File: src/rtl/fa_serial_ctrl.sv
// Bit-serial WIDTH-bit adder sequencer driving a shared single-bit full adder, LSB first.
// Optional per-bit response timeout enabled by defining FA_TIMEOUT_EN.
module fa_serial_ctrl #(
  parameter int unsigned WIDTH   = 8,
  parameter int unsigned TIMEOUT = 16
) (
  input  logic             clk,
  input  logic             rst_n,
  input  logic             req_valid,
  output logic             req_ready,
  input  logic [WIDTH-1:0] req_a,
  input  logic [WIDTH-1:0] req_b,
  input  logic             req_cin,
  output logic             rsp_valid,
  input  logic             rsp_ready,
  output logic [WIDTH-1:0] rsp_sum,
  output logic             rsp_cout,
  output logic             rsp_err,
  output logic             fa_valid_in,
  output logic             fa_a,
  output logic             fa_b,
  output logic             fa_c,
  input  logic             fa_valid_out,
  input  logic             fa_s,
  input  logic             fa_cout,
  output logic             busy
);

  localparam int unsigned IDX_W = (WIDTH > 1) ? $clog2(WIDTH) : 1;
  localparam logic [IDX_W-1:0] LAST_IDX = IDX_W'(WIDTH - 1);

  typedef enum logic [1:0] {ST_IDLE, ST_ISSUE, ST_WAIT, ST_DONE} state_t;

  state_t           state_q, state_d;
  logic [IDX_W-1:0] idx_q, idx_d, idx_inc;
  logic             carry_q, carry_d;
  logic [WIDTH-1:0] a_q, a_d, b_q, b_d, sum_q, sum_d;
  logic             fa_a_d, fa_b_d, fa_c_d;
  logic             timeout_c;

  assign idx_inc  = idx_q + IDX_W'(1);
  assign rsp_sum  = sum_q;
  assign rsp_cout = carry_q;

`ifdef FA_TIMEOUT_EN
  localparam int unsigned CNT_W = (TIMEOUT > 1) ? $clog2(TIMEOUT + 1) : 1;

  logic [CNT_W-1:0] cnt_q, cnt_d;
  logic             err_q, err_d;

  assign timeout_c = (cnt_q == CNT_W'(TIMEOUT - 1)) && !fa_valid_out;
  assign rsp_err   = err_q;

  // Per-bit wait counter and sticky abort flag, cleared by the response handshake
  always_comb begin
    cnt_d = cnt_q;
    err_d = err_q;
    case (state_q)
      ST_ISSUE: cnt_d = '0;
      ST_WAIT: begin
        if (!fa_valid_out) begin
          cnt_d = cnt_q + CNT_W'(1);
          if (timeout_c) err_d = 1'b1;
        end
      end
      ST_DONE: if (rsp_ready) err_d = 1'b0;
      default: ;
    endcase
  end

  always_ff @(posedge clk or negedge rst_n) begin
    if (!rst_n) begin
      cnt_q <= '0;
      err_q <= 1'b0;
    end else begin
      cnt_q <= cnt_d;
      err_q <= err_d;
    end
  end
`else
  logic unused_timeout;

  assign timeout_c      = 1'b0;
  assign rsp_err        = 1'b0;
  assign unused_timeout = (TIMEOUT == 0);
`endif

  // Next-state and datapath updates; fa bit operands are prepared one cycle ahead of ISSUE
  always_comb begin
    state_d = state_q;
    idx_d   = idx_q;
    carry_d = carry_q;
    a_d     = a_q;
    b_d     = b_q;
    sum_d   = sum_q;
    fa_a_d  = fa_a;
    fa_b_d  = fa_b;
    fa_c_d  = fa_c;
    case (state_q)
      ST_IDLE: begin
        if (req_valid) begin
          a_d     = req_a;
          b_d     = req_b;
          carry_d = req_cin;
          idx_d   = '0;
          sum_d   = '0;
          fa_a_d  = req_a[0];
          fa_b_d  = req_b[0];
          fa_c_d  = req_cin;
          state_d = ST_ISSUE;
        end
      end
      ST_ISSUE: state_d = ST_WAIT;
      ST_WAIT: begin
        if (fa_valid_out) begin
          sum_d[idx_q] = fa_s;
          carry_d      = fa_cout;
          if (idx_q == LAST_IDX) begin
            state_d = ST_DONE;
          end else begin
            idx_d   = idx_inc;
            fa_a_d  = a_q[idx_inc];
            fa_b_d  = b_q[idx_inc];
            fa_c_d  = fa_cout;
            state_d = ST_ISSUE;
          end
        end else if (timeout_c) begin
          state_d = ST_DONE;
        end
      end
      ST_DONE: if (rsp_ready) state_d = ST_IDLE;
      default: state_d = ST_IDLE;
    endcase
  end

  // State, datapath and registered status outputs decoded from the next state
  always_ff @(posedge clk or negedge rst_n) begin
    if (!rst_n) begin
      state_q     <= ST_IDLE;
      idx_q       <= '0;
      carry_q     <= 1'b0;
      a_q         <= '0;
      b_q         <= '0;
      sum_q       <= '0;
      fa_a        <= 1'b0;
      fa_b        <= 1'b0;
      fa_c        <= 1'b0;
      fa_valid_in <= 1'b0;
      rsp_valid   <= 1'b0;
      busy        <= 1'b0;
      req_ready   <= 1'b1;
    end else begin
      state_q     <= state_d;
      idx_q       <= idx_d;
      carry_q     <= carry_d;
      a_q         <= a_d;
      b_q         <= b_d;
      sum_q       <= sum_d;
      fa_a        <= fa_a_d;
      fa_b        <= fa_b_d;
      fa_c        <= fa_c_d;
      fa_valid_in <= (state_d == ST_ISSUE);
      rsp_valid   <= (state_d == ST_DONE);
      busy        <= (state_d != ST_IDLE);
      req_ready   <= (state_d == ST_IDLE);
    end
  end

endmodule

File: config.mk
export PLATFORM = sky130hd
export DESIGN_NAME = fa_serial_ctrl
export DESIGN_NICKNAME = d
export VERILOG_FILES = /design/src/rtl/fa_serial_ctrl.sv
export SDC_FILE = /design/constraint.sdc
export NUM_CORES = 1
export LEC_CHECK = 0
export ABC_AREA = 0
export CAP_MARGIN = 10
export CORE_ASPECT_RATIO = 1.5
export CORE_UTILIZATION = 49
export CTS_CLUSTER_SIZE = 28
export DETAILED_ROUTE_END_ITERATION = 12
export HOLD_SLACK_MARGIN = 0.06
export PLACE_DENSITY = 0.78
export SYNTH_ARGS = -nofsm -noshare
export SYNTH_HDL_FRONTEND = slang
export SYNTH_SLANG_ARGS = --single-unit
File: constraint.sdc
create_clock -name clk -period 2.3 [get_ports clk]
set_input_delay 0.46 -clock clk [delete_from_list [all_inputs] [get_ports clk]]
set_output_delay 0.46 -clock clk [all_outputs]
set_load 0.02 [all_outputs]
==> results_dict.tcl, run 1 <==
set metrics [dict create \
    finalSetupViolations 0 \
    crit_required_ns 2.47 \
    dieHeight_um 74.5 \
    htreeDepth 2 \
    setup_tns_ns 0 \
    core_um2 3380 \
    vias 1262 \
    hold_viol 0 \
    syn_area_um2 1720 \
    fin_nets 215 \
    synth_edf_count 0 \
    drive_above_1_share 0.116 \
    cts_resized 0 \
    cts_buffers 5 \
    routed_via_density 5.44 \
    status "completed" \
    clkSinkCount 37 \
    cts_tree "yes" \
    worst_hold_startpoint "a_q[6]" \
    async_reset_ff_frac 1.00 \
    io_pins 41 \
    p_per_area_nw_per_um2 1300 \
    clock.fmax_mhz 511 \
    crit_fanout 5 \
    ir_drop_v 0.000839 \
    syn_nets 173 \
    drcViolationCount 0 \
    hp-class "reg2reg" \
    place_hpwl_mm 2.62 \
    drtPass1Iterations 4 \
    cts_root_buffer "clkbuf_8" \
    die_area_um2 3750 \
    synth_fa_ha_area_frac 0.0146 \
    ys_top_cells_by_count "36 x dfrtp_1, 16 x mux2_1, 13 x nand2_1" \
    ys_seq_area_frac 0.540 \
    num_antenna_cells 0 \
    grt_overflow 0 \
    yosysWarnings 0 \
    r2r_start "idx_q[0]" \
    fin_util 0.668 \
    rsz0062_at_grt "false" \
    synth_top_family_by_area "multiplexers" \
    gp_congestion 0.844 \
    pre_cts_slack_ns 0.364 \
    num_rows 26 \
    synth_compound_area_frac 0.113 \
    synth_top_cell_by_area "dfrtp_1" \
    synth-simple-area-share 0.0874 \
    muxShareOfSynthArea 0.185 \
    portBuffers 39 \
    grtUsageTotal 0.210 \
    routed_wl_mm 3.41 \
    synth-seq-cells 37 \
    clk_path_buf_depth 2 \
    cts_hold_buf 0 \
    p_leak_nw 0.955 \
    netlist-cell-type-count 37 \
    drv_cap 0 \
    postCtsSetupBuffers 0 \
    ant_nets 0 \
    grt_pass1_wl_mm 5.68 \
    synthFlopType "dfrtp_1" \
    drv_slew 0 \
    area_growth_pct 31.5 \
    start_kind "flop" \
    fin_crit_sh 0.851 \
    fin_crit_ns 1.96 \
    grt_pass1_vias 1294 \
    drt_iter0_drc 48 \
    grt_max_degree 38 \
    syn_inst 147 \
    yosys.area.top_type_share 0.524 \
    yosysMostFrequentCell "dfrtp_1" \
    worstSetupPathType "reg2reg" \
    cp.arrival_ns 2.12 \
    synth_area_per_cell_um2 11.7 \
    end_kind "flop" \
    wire_per_inst_um 14.7 \
    initial_core_util 0.508 \
    synthTopCellsByArea "dfrtp_1 52%, mux2_1 10%, mux4_1 6.1%, nand2_1 2.8%, o21ai_1 2.3%" \
    crit_start "idx_q[0]" \
    die_w_um 50.3 \
    path_clk_slew_ns 0.07 \
    skew_ns 0.00519 \
    synthXorXnorAreaFrac 0 \
    fin_ws_ns 0.342 \
    clock_latency_ns 0.28 \
    antenna_found_initial 0 \
]
cells in the final DEF, fill, tap and decap left out, types with 2 or more instances in the layout:
| master | count |
|---|---|
| o21ai_0 | 2 |
| clkdlybuf4s50_1 | 39 |
| o22ai_1 | 5 |
| a31oi_1 | 2 |
| a21o_1 | 2 |
| nand2b_1 | 2 |
| nand2_1 | 13 |
| mux2_2 | 2 |
| clkbuf_8 | 6 |
| nor2_1 | 6 |
| dfrtp_1 | 36 |
| a21oi_1 | 7 |
| nand3_1 | 4 |
| ha_1 | 2 |
| o41ai_1 | 2 |
| mux4_1 | 4 |
| inv_2 | 3 |
| buf_4 | 5 |
| o21ai_1 | 8 |
| inv_1 | 7 |
| mux2_1 | 16 |
registers in the layout (all words and copies together), names as in the netlist:
register,cells
state_q,2
idx_q,3
req_ready,1
fa_valid_in,1
fa_b,1
b_q,8
rsp_cout,1
rsp_sum,8
a_q,8
rsp_valid,1
fa_c,1
busy,1
fa_a,1
per-stage QoR:
stage / power [mW] / instances / hold slack (ns) / cell area (um^2)
2_1_floorplan: 1.96 / 147 / 0.164 / 1720
3_3_place_gp: 2.29 / 224 / 0.463 / 2140
3_5_place_dp: 2.37 / 224 / 0.471 / 2140
4_1_cts: 2.96 / 232 / 0.488 / 2260
5_1_grt: 3.12 / 232 / 0.512 / 2260
6_report: 2.93 / 232 / 0.486 / 2260
worst paths after layout:
path | end | slack (ns) | cells after the start
setup / recovery | fa_a | 0.34 | 5
hold / removal | a_q[6] | 0.49 | 1
setup reg to reg | fa_a | 0.34 | 5
hold reg to reg | a_q[6] | 0.49 | 1
max in group asynchronous | req_ready | 1.36 | 2
min in group asynchronous | rsp_sum[6] | 0.59 | 2
metal layers:
| metal | global-route usage | share of wire | vias up |
|---|---|---|---|
| li1 | - | - | 602 |
| met1 | 0.198 | 0.35 | 598 |
| met2 | 0.384 | 0.56 | 45 |
| met3 | 0.0491 | 0.040 | 17 |
| met4 | 0.167 | 0.048 | 0 |
| met5 | 0 | 0 | - |
area by class of cell:
cell class	count	area, um^2
Clock buffer	6	82.6
Clock inverter	2	37.5
Fill cell	268	1120
Inverter	11	41.3
Multi-Input combinational cell	90	691
Sequential cell	37	927
Tap cell	42	52.6
Timing Repair Buffer	44	428
cell families after synthesis:
kind of cell	Yosys count
multiplexers	23
adder cells (fa/ha/maj)	2
flip-flops	37
AND/OR/NAND/NOR	32
other	1
buffers and inverters	20
AO/OA/AOI/OAI	32
where the power goes:
group	switching, mW	leakage [nW]	internal, mW	total [mW]
sequential	0.171	0.458	0.929	1.10
combinational	0.618	0.439	0.634	1.25
clock	0.226	0.0574	0.352	0.578
worst max-delay path, cell delays in order, from the launching register on:
cell	delay, ns
dfrtp_1	0.40
ha_1	0.41
mux4_1	0.59
mux2_2	0.27
nand2_1	0.08
a31oi_1	0.09
Power figures use the tool's default switching activity.
==> run 2, diff against run 1 <==
--- a/config.mk
+++ b/config.mk
@@ -11,8 +11,9 @@
 export CORE_UTILIZATION = 49
 export CTS_CLUSTER_SIZE = 28
 export DETAILED_ROUTE_END_ITERATION = 12
+export GPL_TIMING_DRIVEN = 0
 export HOLD_SLACK_MARGIN = 0.06
-export PLACE_DENSITY = 0.78
+export PLACE_DENSITY = 0.83
 export SYNTH_ARGS = -nofsm -noshare
 export SYNTH_HDL_FRONTEND = slang
 export SYNTH_SLANG_ARGS = --single-unit
==> run 2 against run 1 <==
- cell count up 1.7%
- via count unchanged
- routed wire length down 0.38%
- first-iteration DRC count down 52%
- sequential power about the same
- non-clock buffer count up 4
- die area unchanged
- combinational power up 6%
- critical endpoint unchanged
==> results_dict.tcl, run 2 (synthesized netlist as in run 1, its figures left out) <==
set metrics [dict create \
    status "completed" \
    fin_util 0.672 \
    finalSetupViolations 0 \
    grt_max_degree 38 \
    timing.critical_path.buf_inv 1 \
    grt_pass1_wl_mm 5.71 \
    end_kind "flop" \
    drtPass1Iterations 4 \
    rsz0062_at_grt "false" \
    crit_fanout 5 \
    r2r_slack_ns 0.30 \
    htreeDepth 2 \
    skew_ns 0.00474 \
    cts_resized 0 \
    grt_overflow 0 \
    drv_slew 0 \
    routed_wl_mm 3.40 \
    fin_cells 236 \
    setup_tns_ns 0 \
    cp.arrival_ns 2.18 \
    drt_iter0_drc 23 \
    place_inst 228 \
    hp-class "in2async" \
    start_kind "flop" \
    grt_pass1_vias 1269 \
    vias 1262 \
    postCtsSetupBuffers 0 \
    num_antenna_cells 0 \
    cts_tree "yes" \
    dieHeight_um 74.5 \
    portBuffers 39 \
    ir_drop_v 0.000806 \
    clk_path_buf_depth 2 \
    initial_core_util 0.508 \
    cp_slowest_cell "mux4_1" \
    drcViolationCount 0 \
    cts_hold_buf 0 \
    gp_congestion 0.827 \
    area_growth_pct 32.3 \
    wire_per_inst_um 14.4 \
    path_clk_slew_ns 0.07 \
    clkSinkCount 37 \
    cp_top_family "multiplexers" \
    place_hpwl_mm 2.53 \
    relSlewSlack 0.474 \
    crit_required_ns 2.47 \
    cts_buffers 5 \
    num_rows 26 \
    core_um2 3380 \
    worst_pin_slew_ns 0.789 \
    fin_crit_sh 0.870 \
    clock_latency_ns 0.30 \
    clock.fmax_mhz 500 \
    p_leak_nw 0.966 \
    drive_above_1_share 0.119 \
    layout_commonest_cell "clkdlybuf4s50_1" \
    routed_via_density 5.35 \
    die_area_um2 3750 \
    p_per_area_nw_per_um2 1310 \
    cp_cell_sequence "ha_1 > buf_6 > mux4_1 > mux2_2 > nand2_1 > a31oi_1" \
    hold_viol 0 \
    antenna_found_initial 0 \
    die_w_um 50.3 \
    fin_crit_ns 2.00 \
    cts_root_buffer "clkbuf_8" \
    io_pins 41 \
    grtUsageTotal 0.214 \
    max_stage_delay_ns 0.54 \
    worstSetupPathType "reg2reg" \
    final_cell_mix "38 x clkdlybuf4s50_1, 36 x dfrtp_1, 16 x mux2_1" \
    fin_nets 219 \
    ant_nets 0 \
    drv_cap 0 \
]
[run 2: changes by cell type in the layout (fill, tap and decap cells not counted), sizes merged]
cell,before,now
clkbuf,6,10
buf,5,7
clkdlybuf4s50,39,38
clkinvlp,1,0
[run 2: final cells by class]
| type | count | area, um^2 |
|---|---|---|
| plain buffers | 9 | 58.8 |
| clock buffers | 7 | 86.3 |
| clock inverters | 1 | 30.0 |
| fillers | 280 | 1110 |
| inverters | 11 | 41.3 |
| multi-input cells | 90 | 691 |
| flip-flops and latches | 37 | 927 |
| well taps | 42 | 52.6 |
| repair buffers | 39 | 385 |
[run 2: stage by stage]
step / hold slack, ns / power, mW / worst slack [ns] / area (um^2)
floorplan: 0.164 / 1.96 / 0.459 / 1720
global placement: 0.458 / 2.33 / 0.0164 / 2160
detailed placement: 0.467 / 2.40 / 0.157 / 2160
CTS: 0.270 / 2.99 / 0.292 / 2270
global route: 0.320 / 3.16 / 0.219 / 2270
finish: 0.240 / 2.97 / 0.299 / 2270
[run 2: report_power, final]
part           switching (mW)  internal, mW  leakage (nW)
clock                   0.228         0.353        0.0585
sequential              0.140         0.929         0.458
combinational           0.653         0.664         0.450
total                    1.02          1.95         0.966
[run 2: worst paths after layout]
| path | from | endpoint | depth (start not counted) |
|---|---|---|---|
| max in group asynchronous | rst_n | b_q[6] | 1 |
| min in group clk | b_q[3] | b_q[3] | 1 |
| max reg2reg | idx_q[0] | fa_a | 6 |
| max | idx_q[0] | fa_a | 6 |
| min | rst_n | rsp_sum[3] | 1 |
| min reg2reg | b_q[3] | b_q[3] | 1 |
[run 2: routing by layer]
| layer | vias up | wire length [um] | track usage |
|---|---|---|---|
| li1 | 606 | - | - |
| met1 | 612 | 1240 | 0.214 |
| met2 | 37 | 1920 | 0.396 |
| met3 | 7 | 139 | 0.0552 |
| met4 | 0 | 94 | 0.120 |
| met5 | - | 0 | 0 |
